File: src/rtl/pr_bus_arbiter_pkg.sv
// Shared definitions for the processor-side bus arbiter: FSM states, hit bit
// indices and the address map of the memory region and device windows.
package pr_bus_arbiter_pkg;

  typedef enum logic [1:0] {
    ST_IDLE   = 2'd0,
    ST_ACCESS = 2'd1,
    ST_DONE   = 2'd2
  } state_t;

  localparam int HIT_W    = 7;
  localparam int HIT_MEM  = 0;
  localparam int HIT_DEV0 = 1;
  localparam int NUM_DEV  = 6;

  localparam logic [15:0] MEM_MASK = 16'hE000;
  localparam logic [15:0] MEM_BASE = 16'h0000;
  localparam logic [7:0]  DEV_PAGE = 8'h7F;

  // Inclusive word-aligned offsets inside page 0x7F, element n is device n.
  localparam logic [NUM_DEV-1:0][7:0] DEV_BEGIN_LAST =
    {8'h50, 8'h40, 8'h30, 8'h20, 8'h10, 8'h00};
  localparam logic [NUM_DEV-1:0][7:0] DEV_END_LAST =
    {8'h5F, 8'h4F, 8'h3F, 8'h2F, 8'h1F, 8'h0F};

  function automatic logic [7:0] sat_inc8(input logic [7:0] v);
    return (v == 8'hFF) ? v : v + 8'd1;
  endfunction

endpackage

File: src/rtl/pr_addr_decode.sv
// Combinational address decoder: 16-bit word address to one-hot
// {dev5..dev0, mem} target select. Address bits [1:0] are ignored.
module pr_addr_decode
  import pr_bus_arbiter_pkg::*;
(
  input  logic [15:0]      addr,
  output logic [HIT_W-1:0] hit
);

  logic [7:0] offset;
  logic [8:0] delta;

  always_comb begin
    hit    = '0;
    delta  = '0;
    offset = {addr[7:2], 2'b00};
    hit[HIT_MEM] = (addr & MEM_MASK) == MEM_BASE;
    // Range test by subtraction so a window starting at 0 needs no special case.
    for (int n = 0; n < NUM_DEV; n++) begin
      delta = {1'b0, offset} - {1'b0, DEV_BEGIN_LAST[n]};
      hit[HIT_DEV0 + n] = (addr[15:8] == DEV_PAGE) && !delta[8] &&
                          (delta[7:0] <= (DEV_END_LAST[n] - DEV_BEGIN_LAST[n]));
    end
  end

endmodule

File: src/rtl/pr_bus_arbiter.sv
// Two-master round-robin arbiter and bus sequencer: grants one master, drives
// the device bus, waits for the target's ready and reports unmapped/timeout.
module pr_bus_arbiter
  import pr_bus_arbiter_pkg::*;
#(
  parameter int TIMEOUT = 15
) (
  input  logic             clk,
  input  logic             reset,
  input  logic             m0_req,
  input  logic [15:0]      m0_addr,
  input  logic             m0_we,
  input  logic [3:0]       m0_be,
  input  logic [31:0]      m0_wd,
  output logic             m0_gnt,
  output logic             m0_done,
  output logic             m0_err,
  output logic [31:0]      m0_rd,
  input  logic             m1_req,
  input  logic [15:0]      m1_addr,
  input  logic             m1_we,
  input  logic [3:0]       m1_be,
  input  logic [31:0]      m1_wd,
  output logic             m1_gnt,
  output logic             m1_done,
  output logic             m1_err,
  output logic [31:0]      m1_rd,
  output logic [15:0]      PrAddr,
  output logic [31:0]      PrWD,
  output logic             PrWE,
  output logic [3:0]       PrBE,
  output logic [HIT_W-1:0] PrHIT,
  input  logic [31:0]      PrRD,
  input  logic [HIT_W-1:0] PrReady
);

  localparam logic [7:0] TIMEOUT_CNT = 8'(TIMEOUT);

  state_t           state;
  logic             owner;
  logic             last_gnt;
  logic             we_q;
  logic             done_q;
  logic             err_q;
  logic [15:0]      addr_q;
  logic [3:0]       be_q;
  logic [31:0]      wd_q;
  logic [31:0]      rd0_q;
  logic [31:0]      rd1_q;
  logic [7:0]       wait_cnt;
  logic [HIT_W-1:0] hit;
  logic             mapped;
  logic             ready;
  logic             first;
  logic             pick;
  logic             ok;

  pr_addr_decode u_decode (
    .addr (addr_q),
    .hit  (hit)
  );

  assign mapped = |hit;
  assign ready  = |(hit & PrReady);
  assign ok     = mapped && ready;
  assign first  = (state == ST_ACCESS) && (wait_cnt == 8'd0);
  // On a tie the master that was not granted last wins.
  assign pick   = (m0_req && m1_req) ? ~last_gnt : m1_req;

  always_ff @(posedge clk or posedge reset) begin
    if (reset) begin
      state    <= ST_IDLE;
      owner    <= 1'b0;
      last_gnt <= 1'b1;
      we_q     <= 1'b0;
      done_q   <= 1'b0;
      err_q    <= 1'b0;
      addr_q   <= '0;
      be_q     <= '0;
      wd_q     <= '0;
      rd0_q    <= '0;
      rd1_q    <= '0;
      wait_cnt <= '0;
    end else begin
      case (state)
        ST_IDLE: begin
          if (m0_req || m1_req) begin
            owner    <= pick;
            addr_q   <= pick ? {m1_addr[15:2], 2'b00} : {m0_addr[15:2], 2'b00};
            we_q     <= pick ? m1_we : m0_we;
            be_q     <= pick ? m1_be : m0_be;
            wd_q     <= pick ? m1_wd : m0_wd;
            wait_cnt <= '0;
            state    <= ST_ACCESS;
          end
        end
        ST_ACCESS: begin
          // Ready wins over a timeout reached in the same cycle.
          if (!mapped || ready || (wait_cnt == TIMEOUT_CNT)) begin
            state  <= ST_DONE;
            done_q <= 1'b1;
            err_q  <= !ok;
            if (owner) rd1_q <= ok ? PrRD : '0;
            else       rd0_q <= ok ? PrRD : '0;
          end else begin
            wait_cnt <= sat_inc8(wait_cnt);
          end
        end
        ST_DONE: begin
          done_q   <= 1'b0;
          err_q    <= 1'b0;
          last_gnt <= owner;
          state    <= ST_IDLE;
        end
        default: state <= ST_IDLE;
      endcase
    end
  end

  assign m0_gnt  = (state != ST_IDLE) && !owner;
  assign m1_gnt  = (state != ST_IDLE) && owner;
  assign m0_done = done_q && !owner;
  assign m1_done = done_q && owner;
  assign m0_err  = err_q && !owner;
  assign m1_err  = err_q && owner;
  assign m0_rd   = rd0_q;
  assign m1_rd   = rd1_q;

  assign PrAddr = addr_q;
  assign PrWD   = wd_q;
  assign PrBE   = be_q;
  assign PrHIT  = (state == ST_ACCESS) ? hit : '0;
  assign PrWE   = first && we_q && mapped;

endmodule

File: config.mk
export PLATFORM = sky130hd
export DESIGN_NAME = pr_bus_arbiter
export DESIGN_NICKNAME = d
export VERILOG_FILES = /design/src/rtl/pr_bus_arbiter_pkg.sv /design/src/rtl/pr_addr_decode.sv /design/src/rtl/pr_bus_arbiter.sv
export SDC_FILE = /design/constraint.sdc
export NUM_CORES = 1
export LEC_CHECK = 0
export BUFFER_PORTS_ARGS = -buffer_cell sky130_fd_sc_hd__buf_2
export CELL_PAD_IN_SITES_DETAIL_PLACEMENT = 0
export CELL_PAD_IN_SITES_GLOBAL_PLACEMENT = 1
export CORE_MARGIN = 2
export CORE_UTILIZATION = 37
export DETAILED_ROUTE_END_ITERATION = 16
export HOLD_SLACK_MARGIN = 0.03
export PLACE_DENSITY_LB_ADDON = 0.1
export REMOVE_ABC_BUFFERS = 1
export SYNTH_ARGS = -nofsm -noshare
export SYNTH_HDL_FRONTEND = slang
export SYNTH_SLANG_ARGS = --single-unit
File: constraint.sdc
create_clock -name clk -period 12.9 [get_ports clk]
set_input_delay 1.935 -clock clk [delete_from_list [all_inputs] [get_ports clk]]
set_output_delay 1.935 -clock clk [all_outputs]
set_load 0.02 [all_outputs]
==> metrics.yaml <==
clock_network:
  clk_pin_slew_ps: 60
  htreeDepth: 4
  clock_sinks: 129
  cts_setup_buffers: 0
  cts_root_buf: "clkbuf_16"
  insertion_delay_ps: 420
  cts_hold_buf: 0
  clockBufferDepth: 2
  post_cts_resized: 0
  cts_made_buffers: 17
  cts_tree: "yes"
detailed_routing:
  drcViolationCount: 0
  dr.pass1.iters: 4
  drt-initial-drc-count: 199
  wl_per_cell_um: 16.71
  postRouteAntennaNets: 0
  drt-total-wl_mm: 16.85
  vias: 5025
  post_drt_via_cell_ratio: 4.985
synthesis:
  yosysSeqAreaShare: 0.5508
  synth_top_family_by_area: "compound AO/OA/AOI/OAI gates"
  synth_top_area_share: 0.5463
  synthFlopType: "dfrtp_1"
  async_flop_share: 1.000
  yosys.area_share.simple: 0.1037
  yosysTopAreaCell: "dfrtp_1"
  ys_top_cells_by_area: "dfrtp_1, a22o_1, mux2i_1"
  synth_xor_area_frac: 0.002988
  synth_mux_area_frac: 0.09432
  synth_compound_area_frac: 0.1886
  synth-seq-cells: 129
  synth-edff-count: 0
  synthAdderAreaFrac: 0.01494
  syn_area_mm2: 0.005863
  ys_warn_count: 0
  syn_inst: 516
  ys_types: 55
  avgSynthCellArea_um2: 11.36
setup_path:
  arrival_ps: 2830
  slowest_delay_ps: 510
  critical_path_class: "flop to primary output"
  reg2reg_from: "PrAddr[6]"
  critPathMaxFanout: 9
  startpoint: "PrAddr[6]"
  crit_slowest_cell: "dfrtp_1"
  crit_path_end_kind: "primary output"
  crit_buf_inv: 2
  worstPathCellList: "inv_1 > ha_1 > and4_1 > a2111o_1 > a31o_2 > nor2_4 > nor3_1 > buf_2"
  critPathLaunchType: "flop"
  required_ps: 10970
  cp_top_family: "compound AO/OA/AOI/OAI gates"
floorplanning:
  dieArea_mm2: 0.01687
  initial_core_util: 0.3731
  die_w_um: 129.9
  rows: 46
  io_pins: 279
  core-area_mm2: 0.01571
  die_h_um: 129.9
hold_path:
  hold_class: "flop to flop"
  hold_start: "PrWD[16]"
timing:
  hold-worst-slack_ps: 470.5
  rsz0062_at_grt: "false"
  fmax_ghz: 0.2100
  hold_viol_final: 0
  worst_pin_slew_ps: 908.9
  setup-tns-final_ps: 0
  period_needed_ps: 4762
  finalMaxSlewViolations: 0
  setup_viol: 0
  relSlewSlack: 0.3928
  skew_ps: 12.14
  fin_crit_sh: 0.3691
global_route:
  grt_pass1_wl_mm: 25.34
  track_usage: 0.1964
  antenna_found_initial: 0
  first_global_vias: 4778
  grt_overflow: 0
  grt_max_degree: 107
final_layout:
  seq_area_mm2: 0.003229
  final_common_cell: "buf_2"
  drive_gt1_frac: 0.4141
  diodes: 0
  postLayoutCellArea_mm2: 0.007981
  fillCellCount: 1533
  syn2layout_area_growth_pct: 36.13
  multi_input_area_mm2: 0.002422
  layout_common_cells: "buf_2, dfrtp_1, a22o_1"
  nets: 935
  finalNonFillerCells: 1008
place:
  routabilityCongestion: 0.7788
  dpl.cell_count: 976
  hpwl_mm: 11.98
  placed_area_mm2: 0.007387
  io_buffers: 272
power:
  p_per_area_mw_per_mm2: 246.5
  p_leak_nw: 4.216
  ir_worst_vdd_mv: 0.09705
  power.total_mw: 1.967
flow_run:
  drv_cap: 0
status:
  status: "complete, no violations"
[flip-flops by register name, summed over array words and instances (netlist names)]
name      cells
PrAddr       14
PrBE          4
PrWD         32
done_q        1
err_q         1
last_gnt      1
m0_rd        32
m1_rd        32
owner         1
state         2
wait_cnt      8
we_q          1
[synthesized netlist by cell type (2+ instances only)]
| master | n |
|---|---|
| dfrtp_1 | 128 |
| a22o_1 | 64 |
| nand2_1 | 62 |
| o21ai_0 | 57 |
| mux2i_1 | 53 |
| clkbuf_1 | 16 |
| inv_1 | 13 |
| nor2_1 | 13 |
| buf_2 | 7 |
| buf_6 | 7 |
| ha_1 | 7 |
| nand4_1 | 6 |
| nor3_1 | 6 |
| a21oi_1 | 5 |
| nand3_1 | 5 |
| and2_1 | 4 |
| nor2b_1 | 4 |
| or4_1 | 4 |
| and3_1 | 3 |
| buf_4 | 3 |
| o31ai_1 | 3 |
| a2111o_1 | 2 |
| a31o_2 | 2 |
| buf_1 | 2 |
| mux2_2 | 2 |
| nand2b_1 | 2 |
| nor3_4 | 2 |
| nor4_1 | 2 |
| o21a_1 | 2 |
| o21ai_1 | 2 |
| o311ai_2 | 2 |
| o31a_1 | 2 |
| xnor2_1 | 2 |
[kinds of logic after synthesis]
| family | Yosys count |
|---|---|
| xor+xnor | 2 |
| other cells | 1 |
| fa+ha+maj | 7 |
| flops | 129 |
| compound gates | 152 |
| mux | 55 |
| buf+inv | 49 |
| simple gates | 121 |
[worst reg2reg max path, cell delays in order, from the launching register on]
cell	delay, ps
dfrtp_1	480
inv_1	210
ha_1	300
nor2b_1	70
o2111ai_1	310
a2111o_1	250
nand4_2	390
o311ai_4	370
buf_4	400
a22o_1	240
[metrics by stage]
stage          setup WS [ps]    util
2_1_floorplan           4763       -
3_3_place_gp            8597  0.4701
3_5_place_dp            8562  0.4701
4_1_cts                 8096  0.5080
5_1_grt                 7991  0.5080
6_report                8138  0.5080
[power breakdown]
group / leakage (nW) / switching (mW) / internal [mW]
Combinational: 2.26 / 0.529 / 0.285
Sequential: 1.68 / 0.106 / 0.565
Clock: 0.277 / 0.189 / 0.293
[final cells by class]
type	instances	area share
clock buffer	19	0.05549
clock inverter	13	0.01897
timing repair buffer	279	0.1771
multi-input combinational	339	0.3035
tap	216	0.03386
sequential	129	0.4046
inverter	13	0.006427
[routing by layer]
layer	routed length [um]	global-route usage	vias up
li1	-	-	2419
met1	6957	0.2367	2374
met2	8088	0.3258	213
met3	1520	0.06929	19
met4	278	0.07274	0
met5	0	0	-
[worst paths after layout]
check	endpoint	slack (ps)	depth (start not counted)
min	PrWD[16]	470	2
min reg2reg	PrWD[16]	470	2
max reg2reg	m1_rd[2]	9820	9
max in group asynchronous	PrWD[7]	9870	3
min in group asynchronous	PrWD[17]	1640	2
max	PrWE	8140	8
Power figures use the tool's default switching activity.
